<file path="config.mk">
export PLATFORM = sky130hd
export DESIGN_NAME = reflet_uart_loader
export DESIGN_NICKNAME = d
export VERILOG_FILES = /design/src/rtl/reflet_uart_loader.sv
export SDC_FILE = /design/constraint.sdc
export NUM_CORES = 1
export LEC_CHECK = 0
export ABC_AREA = 1
export CORE_MARGIN = 10
export CORE_UTILIZATION = 30
export CTS_CLUSTER_SIZE = 14
export DETAILED_ROUTE_END_ITERATION = 12
export HOLD_SLACK_MARGIN = 0.15
export SLEW_MARGIN = 40
export SYNTH_ARGS = -nofsm -noshare
export SYNTH_HDL_FRONTEND = slang
export SYNTH_SLANG_ARGS = --single-unit
</file>
<file path="constraint.sdc">
create_clock -name clk -period 2.6 [get_ports clk]
set_clock_uncertainty 0.05 [all_clocks]
set_input_delay 0.39 -clock clk [delete_from_list [all_inputs] [get_ports clk]]
set_output_delay 0.39 -clock clk [all_outputs]
set_load 0.05 [all_outputs]
</file>
<file path="src/rtl/reflet_uart_loader.sv">
// Serial program loader: receives a framed 8N1 UART image and writes it
// word by word into the instruction memory, flagging done or error.
module reflet_uart_loader #(
  parameter int unsigned clk_freq  = 1000000,
  parameter int unsigned baud_rate = 9600,
  parameter int unsigned inst_size = 128,
  parameter int unsigned addr_size = 14
) (
  input  logic                 clk,
  input  logic                 reset,
  input  logic                 rx,
  output logic [addr_size-1:0] mem_addr,
  output logic [15:0]          mem_data,
  output logic                 mem_write_en,
  output logic                 busy,
  output logic                 done,
  output logic                 error
);

  localparam int unsigned BIT_P  = clk_freq / baud_rate;
  localparam int unsigned HALF_P = BIT_P / 2;
  localparam int unsigned CNT_W  = $clog2(BIT_P);

  typedef enum logic [1:0] {
    R_IDLE,
    R_START,
    R_DATA,
    R_STOP
  } rx_state_t;

  typedef enum logic [2:0] {
    S_LEN_LO,
    S_LEN_HI,
    S_DATA_LO,
    S_DATA_HI,
    S_CHK,
    S_DONE,
    S_ERROR
  } ld_state_t;

  rx_state_t        rx_state;
  logic             rx_s1;
  logic             rx_s2;
  logic             rx_prev;
  logic [CNT_W-1:0] bit_cnt;
  logic [2:0]       bit_idx;
  logic [7:0]       shift;
  logic [7:0]       rx_byte;
  logic             byte_valid;
  logic             frame_err;

  ld_state_t        ld_state;
  logic [15:0]      len;
  logic [7:0]       sum;
  logic [7:0]       lo_byte;
  logic [addr_size-1:0] idx;

  logic [7:0]       sum_add;
  logic [15:0]      n_word;
  logic [16:0]      idx_next_ext;

  assign sum_add      = sum + rx_byte;
  assign n_word       = {rx_byte, len[7:0]};
  assign idx_next_ext = 17'(idx) + 17'd1;

  // UART receiver: synchroniser, start detect/glitch reject, centre sampling
  always_ff @(posedge clk) begin
    if (reset) begin
      rx_s1      <= 1'b1;
      rx_s2      <= 1'b1;
      rx_prev    <= 1'b1;
      rx_state   <= R_IDLE;
      bit_cnt    <= '0;
      bit_idx    <= '0;
      shift      <= '0;
      rx_byte    <= '0;
      byte_valid <= 1'b0;
      frame_err  <= 1'b0;
    end else begin
      rx_s1      <= rx;
      rx_s2      <= rx_s1;
      rx_prev    <= rx_s2;
      byte_valid <= 1'b0;
      frame_err  <= 1'b0;
      case (rx_state)
        R_IDLE: begin
          if (rx_prev && !rx_s2) begin
            rx_state <= R_START;
            bit_cnt  <= CNT_W'(HALF_P - 1);
          end
        end
        R_START: begin
          if (bit_cnt == '0) begin
            if (rx_s2) begin
              rx_state <= R_IDLE;
            end else begin
              rx_state <= R_DATA;
              bit_cnt  <= CNT_W'(BIT_P - 1);
              bit_idx  <= '0;
            end
          end else begin
            bit_cnt <= bit_cnt - CNT_W'(1);
          end
        end
        R_DATA: begin
          if (bit_cnt == '0) begin
            shift   <= {rx_s2, shift[7:1]};
            bit_cnt <= CNT_W'(BIT_P - 1);
            if (bit_idx == 3'd7) begin
              rx_state <= R_STOP;
            end else begin
              bit_idx <= bit_idx + 3'd1;
            end
          end else begin
            bit_cnt <= bit_cnt - CNT_W'(1);
          end
        end
        R_STOP: begin
          if (bit_cnt == '0) begin
            if (rx_s2) begin
              byte_valid <= 1'b1;
              rx_byte    <= shift;
            end else begin
              frame_err <= 1'b1;
            end
            rx_state <= R_IDLE;
          end else begin
            bit_cnt <= bit_cnt - CNT_W'(1);
          end
        end
        default: rx_state <= R_IDLE;
      endcase
    end
  end

  // Frame parser: length, data words, checksum; drives the memory write port
  always_ff @(posedge clk) begin
    if (reset) begin
      ld_state     <= S_LEN_LO;
      len          <= '0;
      sum          <= '0;
      lo_byte      <= '0;
      idx          <= '0;
      mem_addr     <= '0;
      mem_data     <= '0;
      mem_write_en <= 1'b0;
      busy         <= 1'b0;
      done         <= 1'b0;
      error        <= 1'b0;
    end else begin
      mem_write_en <= 1'b0;
      if (ld_state != S_DONE && ld_state != S_ERROR) begin
        if (frame_err) begin
          ld_state <= S_ERROR;
          error    <= 1'b1;
          busy     <= 1'b0;
        end else if (byte_valid) begin
          case (ld_state)
            S_LEN_LO: begin
              len[7:0] <= rx_byte;
              sum      <= rx_byte;
              busy     <= 1'b1;
              ld_state <= S_LEN_HI;
            end
            S_LEN_HI: begin
              len <= n_word;
              sum <= sum_add;
              if (n_word > 16'(inst_size)) begin
                ld_state <= S_ERROR;
                error    <= 1'b1;
                busy     <= 1'b0;
              end else if (n_word == 16'd0) begin
                ld_state <= S_CHK;
              end else begin
                ld_state <= S_DATA_LO;
              end
            end
            S_DATA_LO: begin
              lo_byte  <= rx_byte;
              sum      <= sum_add;
              ld_state <= S_DATA_HI;
            end
            S_DATA_HI: begin
              mem_addr     <= idx;
              mem_data     <= {rx_byte, lo_byte};
              mem_write_en <= 1'b1;
              idx          <= idx + addr_size'(1);
              sum          <= sum_add;
              if (idx_next_ext == {1'b0, len}) begin
                ld_state <= S_CHK;
              end else begin
                ld_state <= S_DATA_LO;
              end
            end
            S_CHK: begin
              busy <= 1'b0;
              if (rx_byte == sum) begin
                ld_state <= S_DONE;
                done     <= 1'b1;
              end else begin
                ld_state <= S_ERROR;
                error    <= 1'b1;
              end
            end
            default: ld_state <= S_ERROR;
          endcase
        end
      end
    end
  end

endmodule
</file>
* After elaboration in Yosys (flattened, before gate mapping)
Cells that the tools add are included.
Word-level totals: bits of input ports 3, flip-flop bits (word level) 116, logic and storage cells 123
Cells by class: magnitude comparators 1, add/sub/neg operators 5, equal/unequal tests 23, reduce and logical (&&, ||, !) cells 29, multiplexer cells 38, bitwise logic cells 5
Operators with widths (count):
- $mux 7 | 5
- $pmux 7 s4 | 1
- $mux 3 | 9
- $reduce_and 4->1 | 6
- $reduce_and 5->1 | 4
- $eq 15x16->1 | 1
- $gt 16x8->1 const B | 1
- $logic_not 16->1 | 1
- $ne 2x2->1 const B | 8
- $pmux 8 s2 | 1
- $add 14x1->15 const B | 1
- $ne 3x3->1 const B | 5
- $pmux 3 s5 | 1
- $add 14x1->14 const B | 1
- $mux 2 | 7
- $mux 1 | 10
- $add 8x8->8 | 1
- $eq 8x8->1 | 1
- $pmux 2 s4 | 1
- $logic_not 7->1 | 1
- $sub 7x1->7 const B | 1
- $eq 3x2->1 const B | 2
- $eq 3x3->1 const B | 2
- $pmux 3 s2 | 1
- 18 further kinds | 29

* Depth between registers and ports, before layout
Gate-level depths: netlist (run 1).
word-level depth 6, gate-level depth with buffers 14, mapped depth without buffers 14

* Least setup slack after synthesis (run 1)
Ideal clock, no wire load.
kind flip-flop to flip-flop, start reg rx_byte[0], end reg sum[6], required time 2418 ps, stages on the path, launching flop included 12, setup time 132 ps, path buffers 0, setup slack 736 ps, arrival 1682 ps, path through dfxtp_1 ha_1 inv_1 fa_1 o21ai_0 nand2_1 a21oi_1 nor2_1 xor2_1 nand2_1 nand2_1 a21oi_1
Between the ends: longest elaborated chain between the ends 2
RTL lines:
- start, declared | line 48 | logic [7:0] rx_byte;
- start signal, assigned | line 122 | rx_byte <= shift;
- $add 8x8->8 | line 62 | assign sum_add = sum + rx_byte;
- $pmux 8 s2 | line 158 | case (ld_state)
- end signal, assigned | line 161 | sum <= rx_byte;
- end signal, assigned | line 167 | sum <= sum_add;
- end signal, assigned | line 180 | sum <= sum_add;
- end, declared | line 54 | logic [7:0] sum;
No other way between the ends. A chain may end at the register's enable or synchronous reset.

* Worst setup path in the final report (run 1)
start reg busy, end out busy
RTL lines:
- start, declared | line 15 | output logic busy,
- start signal, assigned | line 147 | busy <= 1'b0;
- start signal, assigned | line 156 | busy <= 1'b0;
- start signal, assigned | line 162 | busy <= 1'b1;
No word-level cell between the ends.

==> run_results.csv, run 1 <==
group,metric,value,unit
job,cap_violations,0,
synthesis,synth_top_cell_area_share,0.417,
grt,grt_first_pass_wirelength,24400,µm
clocking,clockBufferDepth,2,
place,place_ws,579,ps
clocking,cts_tree,"yes",
synthesis,syn-num-nets,791,
pwr,power_density,681,nW/µm²
pwr,p_leak,2.79,nW
grt,overflow,0,
route,drcViolationCount,0,
sta,fin_tns_setup,0,ps
route,finalWirelength,14300,µm
grt,grt_pass1_vias,4838,
pwr,ir_drop,0.457,mV
synthesis,synth.area.top_cells,"dfxtp_1 (42%), o21ai_0 (8.9%), a21oi_1 (8.4%), nand2_1 (8.0%), nor2_1 (6.2%)",
floorplan,start_util,0.308,
synthesis,async_flop_share,0,
grt,grt_start_max_net_pins,34,
synthesis,synth_most_common_cell,"nand2_1",
layout,layout-drive-gt1-share,0.0848,
sta,rsz0062_at_grt,"false",
route,routedWlPerCell,13.6,µm
synthesis,syn_inst,771,
synthesis,ys_seq_area_frac,0.417,
sta,drv_slew,0,
critical_path,crit_chain,"clkdlybuf4s50_1",
critical_path,cp_data_required_time,2160,ps
sta,fin_crit,2050,ps
hold_path,min_path_type,"reg -> reg",
clocking,post_cts_buffers,0,
critical_path,cp.arrival,1610,ps
sta,finalSetupViolations,0,
sta,timing.fmax,488,MHz
synthesis,synth_common_cells,"nand2_1 (119), dfxtp_1 (116), o21ai_0 (99)",
place,portBuffers,36,
synthesis,synth_area_leader_cell,"dfxtp_1",
route,dr.first_iter.drc_count,314,
floorplan,dieArea,24400,µm²
floorplan,io_pins,37,
route,routed_via_density,4.83,
sta,finalHoldViolCount,0,
route,ant_nets,0,
clocking,h-tree-depth,4,
layout,antenna_cells,0,
clocking,postCtsResizedCells,0,
sta,setup_ws,550,ps
sta,worst_slew_pin_slew,549,ps
route,route.met3.wl,700,µm
route,wl_met2,6300,µm
route,wl_met1,7050,µm
synthesis,synth.distinct_cells,40,
clocking,cts-buffers-inserted,17,
layout,nets,832,
route,vias,5092,
grt,grt_antenna_before_repair,0,
synthesis,syn_area_per_cell,7.22,µm²
floorplan,fp.coreArea,18100,µm²
clocking,clkSlewWorstSetupHoldPaths,60,ps
synthesis,synthFlopType,"dfxtp_1",
sta,slew_headroom,0.633,
critical_path,startpoint_type,"flop",
route,firstDrtPassIters,5,
critical_path,max_stage_delay,850,ps
layout,syn2layout_area_growth,22.8,%
sta,timing.hold.ws,363,ps
synthesis,synth-seq-cells,116,
critical_path,worst_setup_path_end_kind,"output port",
floorplan,die_h,156,µm
sta,fin_crit_sh,0.788,
floorplan,fp-row-count,49,
clocking,cts_hold_buf,0,
status,status,"complete, no violations",
synthesis,syn-cell-area,5570,µm²
floorplan,dieWidth,156,µm
critical_path,path_max_fanout,2,
critical_path,critPathTopFamily,"buffers and inverters",
clocking,clkLatencyLatePin,420,ps
synthesis,synth_edf_count,0,
synthesis,yosys_warnings,0,
critical_path,slowest_stage,"clkdlybuf4s50_1",
clocking,cts.sinks,116,
clocking,root_buffer,"clkbuf_16",
critical_path,path_buf_inv,1,
critical_path,crit_type,"reg -> out",
route,maxUsedRoutingLayer,"met4",
grt,grt_use_total,0.124,
place,dpl.hpwl,10300,µm
place,gp_congestion,0.883,
[cells in the final DEF, fill, tap and decap left out, types with 2 or more instances in the layout]
cell type,instances
o21ai_0,99
nand3_1,49
clkbuf_16,17
a31oi_1,2
or2_2,4
nor4_1,4
bufinv_16,4
o21bai_1,2
nor2_2,3
o21a_1,2
a221oi_1,3
inv_6,3
xnor2_1,3
clkdlybuf4s50_1,36
nor3_1,7
ha_1,16
nor2_4,8
nor2_1,92
dfxtp_1,116
a211oi_1,2
inv_2,7
nand4_1,8
clkinv_4,5
nand3b_1,3
o211ai_1,6
xor2_1,6
a21oi_1,93
nand2_2,2
inv_1,79
nand2_1,119
buf_4,11
[final cells by class]
class                           count  area (µm²)
Inverter                           86         323
Timing Repair Buffer               47         443
Clock buffer                       19         443
Fill cell                        1879       11200
Sequential cell                   116        2320
Clock inverter                     13         198
Multi-Input combinational cell    544        2820
Tap cell                          229         287
[kinds of logic (layout without fill, tap and decap cells)]
kind of cell               count (synthesis)  count (layout)  share of synthesized area
xor gates and xnor gates                  11              11                     0.0225
adders and majority gates                 17              17                     0.0395
AOI/OAI and AO/OA                        213             213                      0.202
and+or+nand+nor                          303             303                      0.243
buffers and inverters                    111             165                     0.0764
DFF                                      116             116                      0.417
[sequential cells by signal (all words and copies together), names as in the netlist, named ones only]
signal,cells
sum,8
rx_state,1
len,16
rx_s2,1
rx_prev,1
idx,14
done,1
frame_err,1
error,1
lo_byte,8
rx_s1,1
shift,8
mem_addr,14
bit_idx,3
rx_byte,8
busy,1
byte_valid,1
mem_write_en,1
mem_data,16
ld_state,3
bit_cnt,7
[report_power, final]
group	switching, mW	leakage (nW)	total (mW)	internal [mW]
registers	0.0192	0.936	1.82	1.80
clock network	0.904	0.309	2.55	1.64
logic	0.189	1.55	0.288	0.0986
[path summary, 6_finish.rpt]
path	slack, ps	cells past startpoint	start	to
hold reg to reg	360	1	rx_s1	rx_s2
setup reg to reg	570	10	rx_byte[1]	sum[6]
setup / recovery	550	1	busy	busy
hold / removal	360	1	rx_s1	rx_s2
[stage by stage]
stage,cells,utilization,instance area [µm²],power (mW)
floorplan,771,-,5570,2.08
global placement,1022,0.343,6200,2.14
detailed placement,1022,0.343,6200,2.14
CTS,1054,0.378,6840,4.69
global route,1054,0.378,6840,4.83
finish,1054,0.378,6840,4.66
[metal layers]
layer | GRT usage | vias to the layer above
li1 | - | 2661
met5 | 0 | -
met3 | 0.0318 | 23
met4 | 0.0499 | 0
met1 | 0.165 | 2308
met2 | 0.187 | 100
(Power assumes the default switching activity.)
==> inputs of run 2 (changes only) <==
==> constraint.sdc (replaced) <==
create_clock -name clk -period 2.05 [get_ports clk]
set_clock_uncertainty 0.05 [all_clocks]
set_input_delay 0.3075 -clock clk [delete_from_list [all_inputs] [get_ports clk]]
set_output_delay 0.3075 -clock clk [all_outputs]
set_load 0.05 [all_outputs]
==> run_results.csv, run 2 (synthesis results as in run 1) <==
group,metric,value,unit
layout,top_regs,"len x16, mem_data x16",
layout,regArea,2330,µm²
layout,final_cell_mix,"nand2_1 (119), dfxtp_1 (110), o21ai_0 (98)",
route,drcViolationCount,0,
hold_path,min_from,"rx_s1",
sta,fin_tns_setup,0,ps
layout,layout_commonest_cell,"nand2_1",
route,routed_via_density,4.77,
layout,nets,842,
grt,use_met2,0.191,
route,routedWlPerCell,13.4,µm
floorplan,io_pins,37,
route,finalWirelength,14300,µm
place,place_ws,94.9,ps
clocking,clockBufferDepth,2,
critical_path,worst_setup_path_end_kind,"output port",
place,gp_congestion,0.870,
grt,overflow,0,
clocking,cts_hold_buf,0,
floorplan,die_h,156,µm
grt,grt_first_pass_wirelength,24500,µm
route,vias,5074,
clocking,clkLatencyLatePin,420,ps
layout,antenna_cells,0,
sta,worst_slew_pin_slew,553,ps
sta,setup_ws,109,ps
route,dr.first_iter.drc_count,225,
floorplan,dieWidth,156,µm
pwr,p_leak,2.84,nW
layout,final_util,0.384,
layout,syn2layout_area_growth,24.6,%
sta,slew_headroom,0.630,
grt,grt_antenna_before_repair,0,
critical_path,startpoint_type,"flop",
critical_path,critPathTopFamily,"buffers and inverters",
critical_path,max_stage_delay,840,ps
critical_path,reg2reg_slack,150,ps
critical_path,path_max_fanout,2,
floorplan,dieArea,24400,µm²
sta,rsz0062_at_grt,"false",
sta,finalSetupViolations,0,
place,dpl.hpwl,10300,µm
grt,grt_use_total,0.123,
sta,fin_crit,1940,ps
sta,fin_crit_sh,0.947,
layout,layout-drive-gt1-share,0.104,
grt,grt_start_max_net_pins,41,
sta,timing.fmax,515,MHz
clocking,root_buffer,"clkbuf_16",
sta,drv_slew,0,
route,firstDrtPassIters,4,
layout,multi_input_area,2840,µm²
critical_path,crit_type,"reg -> out",
sta,finalHoldViolCount,0,
grt,met3_usage,0.0296,
status,status,"complete, no violations",
clocking,clkSlewWorstSetupHoldPaths,50,ps
critical_path,cp_data_required_time,1690,ps
layout,nFillCells,1893,
critical_path,crit_chain,"clkdlybuf4s50_1",
pwr,power_density,838,nW/µm²
grt,grt_pass1_vias,4855,
clocking,h-tree-depth,4,
clocking,cts-buffers-inserted,17,
hold_path,min_path_type,"reg -> reg",
critical_path,cp.arrival,1580,ps
grt,use_met1,0.163,
critical_path,ff2ff_path_depth,11,
critical_path,r2r_end,"sum[6]",
route,ant_nets,0,
floorplan,fp.coreArea,18100,µm²
grt,grt.busiest_layer,"met2",
floorplan,fp-row-count,49,
floorplan,start_util,0.308,
critical_path,path_buf_inv,1,
place,dpl_cell_area,6290,µm²
layout,post-route-cell-area,6940,µm²
clocking,cts.sinks,116,
hold_path,holdPathStages,1,
place,portBuffers,36,
critical_path,slowest_stage,"clkdlybuf4s50_1",
job,cap_violations,0,
critical_path,timing.rr.start,"rx_byte[0]",
hold_path,hold_end,"rx_s2",
pwr,ir_drop,0.598,mV
clocking,cts_tree,"yes",
pwr,finalPower,5.82,mW
-- run 2: changes by cell type in the layout (fill, tap and decap cells not counted), sizes merged --
cell | previous run | this run
inv | 89 | 86
buf | 11 | 22
clkbuf | 19 | 20
clkinvlp | 1 | 2
clkinv | 5 | 6
clkdlybuf4s50 | 36 | 35
-- run 2: stage by stage --
step,hold WS [ps],cells
3_5_place_dp,347,1031
2_1_floorplan,339,771
4_1_cts,364,1063
6_report,361,1064
5_1_grt,372,1064
3_3_place_gp,345,1031
-- run 2: power breakdown --
| group | internal, mW | switching (mW) | leakage, nW | total, mW |
|---|---|---|---|---|
| combinational | 0.133 | 0.240 | 1.60 | 0.372 |
| clock | 2.07 | 1.07 | 0.300 | 3.14 |
| sequential | 2.29 | 0.0245 | 0.939 | 2.31 |
| total | 4.48 | 1.34 | 2.84 | 5.82 |
-- run 2: area by class of cell --
cell class              instances  area share
clock buffers                  20      0.0643
flip-flops and latches        116       0.336
inverters                      86      0.0465
multi-input cells             544       0.408
clock inverters                12      0.0260
well taps                     229      0.0413
repair buffers                 57      0.0779
-- run 2: worst max path at each step --
| stage | startpoint | endpoint | slack [ps] | cells past startpoint |
|---|---|---|---|---|
| 2_1_floorplan | rx_byte[0] | sum[6] | 190 | 11 |
| 3_3_place_gp | rx_byte[0] | sum[6] | 130 | 11 |
| 3_5_place_dp | rx_byte[0] | sum[6] | 90 | 11 |
| 4_1_cts | busy | busy | 80 | 1 |
| 5_1_grt | bit_cnt[0] | bit_cnt[5] | 2 | 8 |
| 6_report | busy | busy | 110 | 1 |
-- run 2: what timing repair did --
item                                    CTS  global route
endpoints found under the setup margin    0             3
gates resized for setup                   0             9
setup buffers                             0             1
-- run 2: per-layer routing --
metal | wire length [µm] | up-vias
met5 | 0 | -
met4 | 280 | 0
met3 | 673 | 22
met2 | 6270 | 100
met1 | 7030 | 2263
li1 | - | 2689
==> inputs of run 3 (changes only) <==
--- a/config.mk
+++ b/config.mk
@@ -8,6 +8,7 @@
 export ABC_AREA = 1
 export CORE_MARGIN = 10
 export CORE_UTILIZATION = 30
+export CTS_CLUSTER_DIAMETER = 100
 export CTS_CLUSTER_SIZE = 14
 export DETAILED_ROUTE_END_ITERATION = 12
 export HOLD_SLACK_MARGIN = 0.15
==> results of run 3 <==
Same layout as run 2: the final DEF is identical, and so are final timing and power.
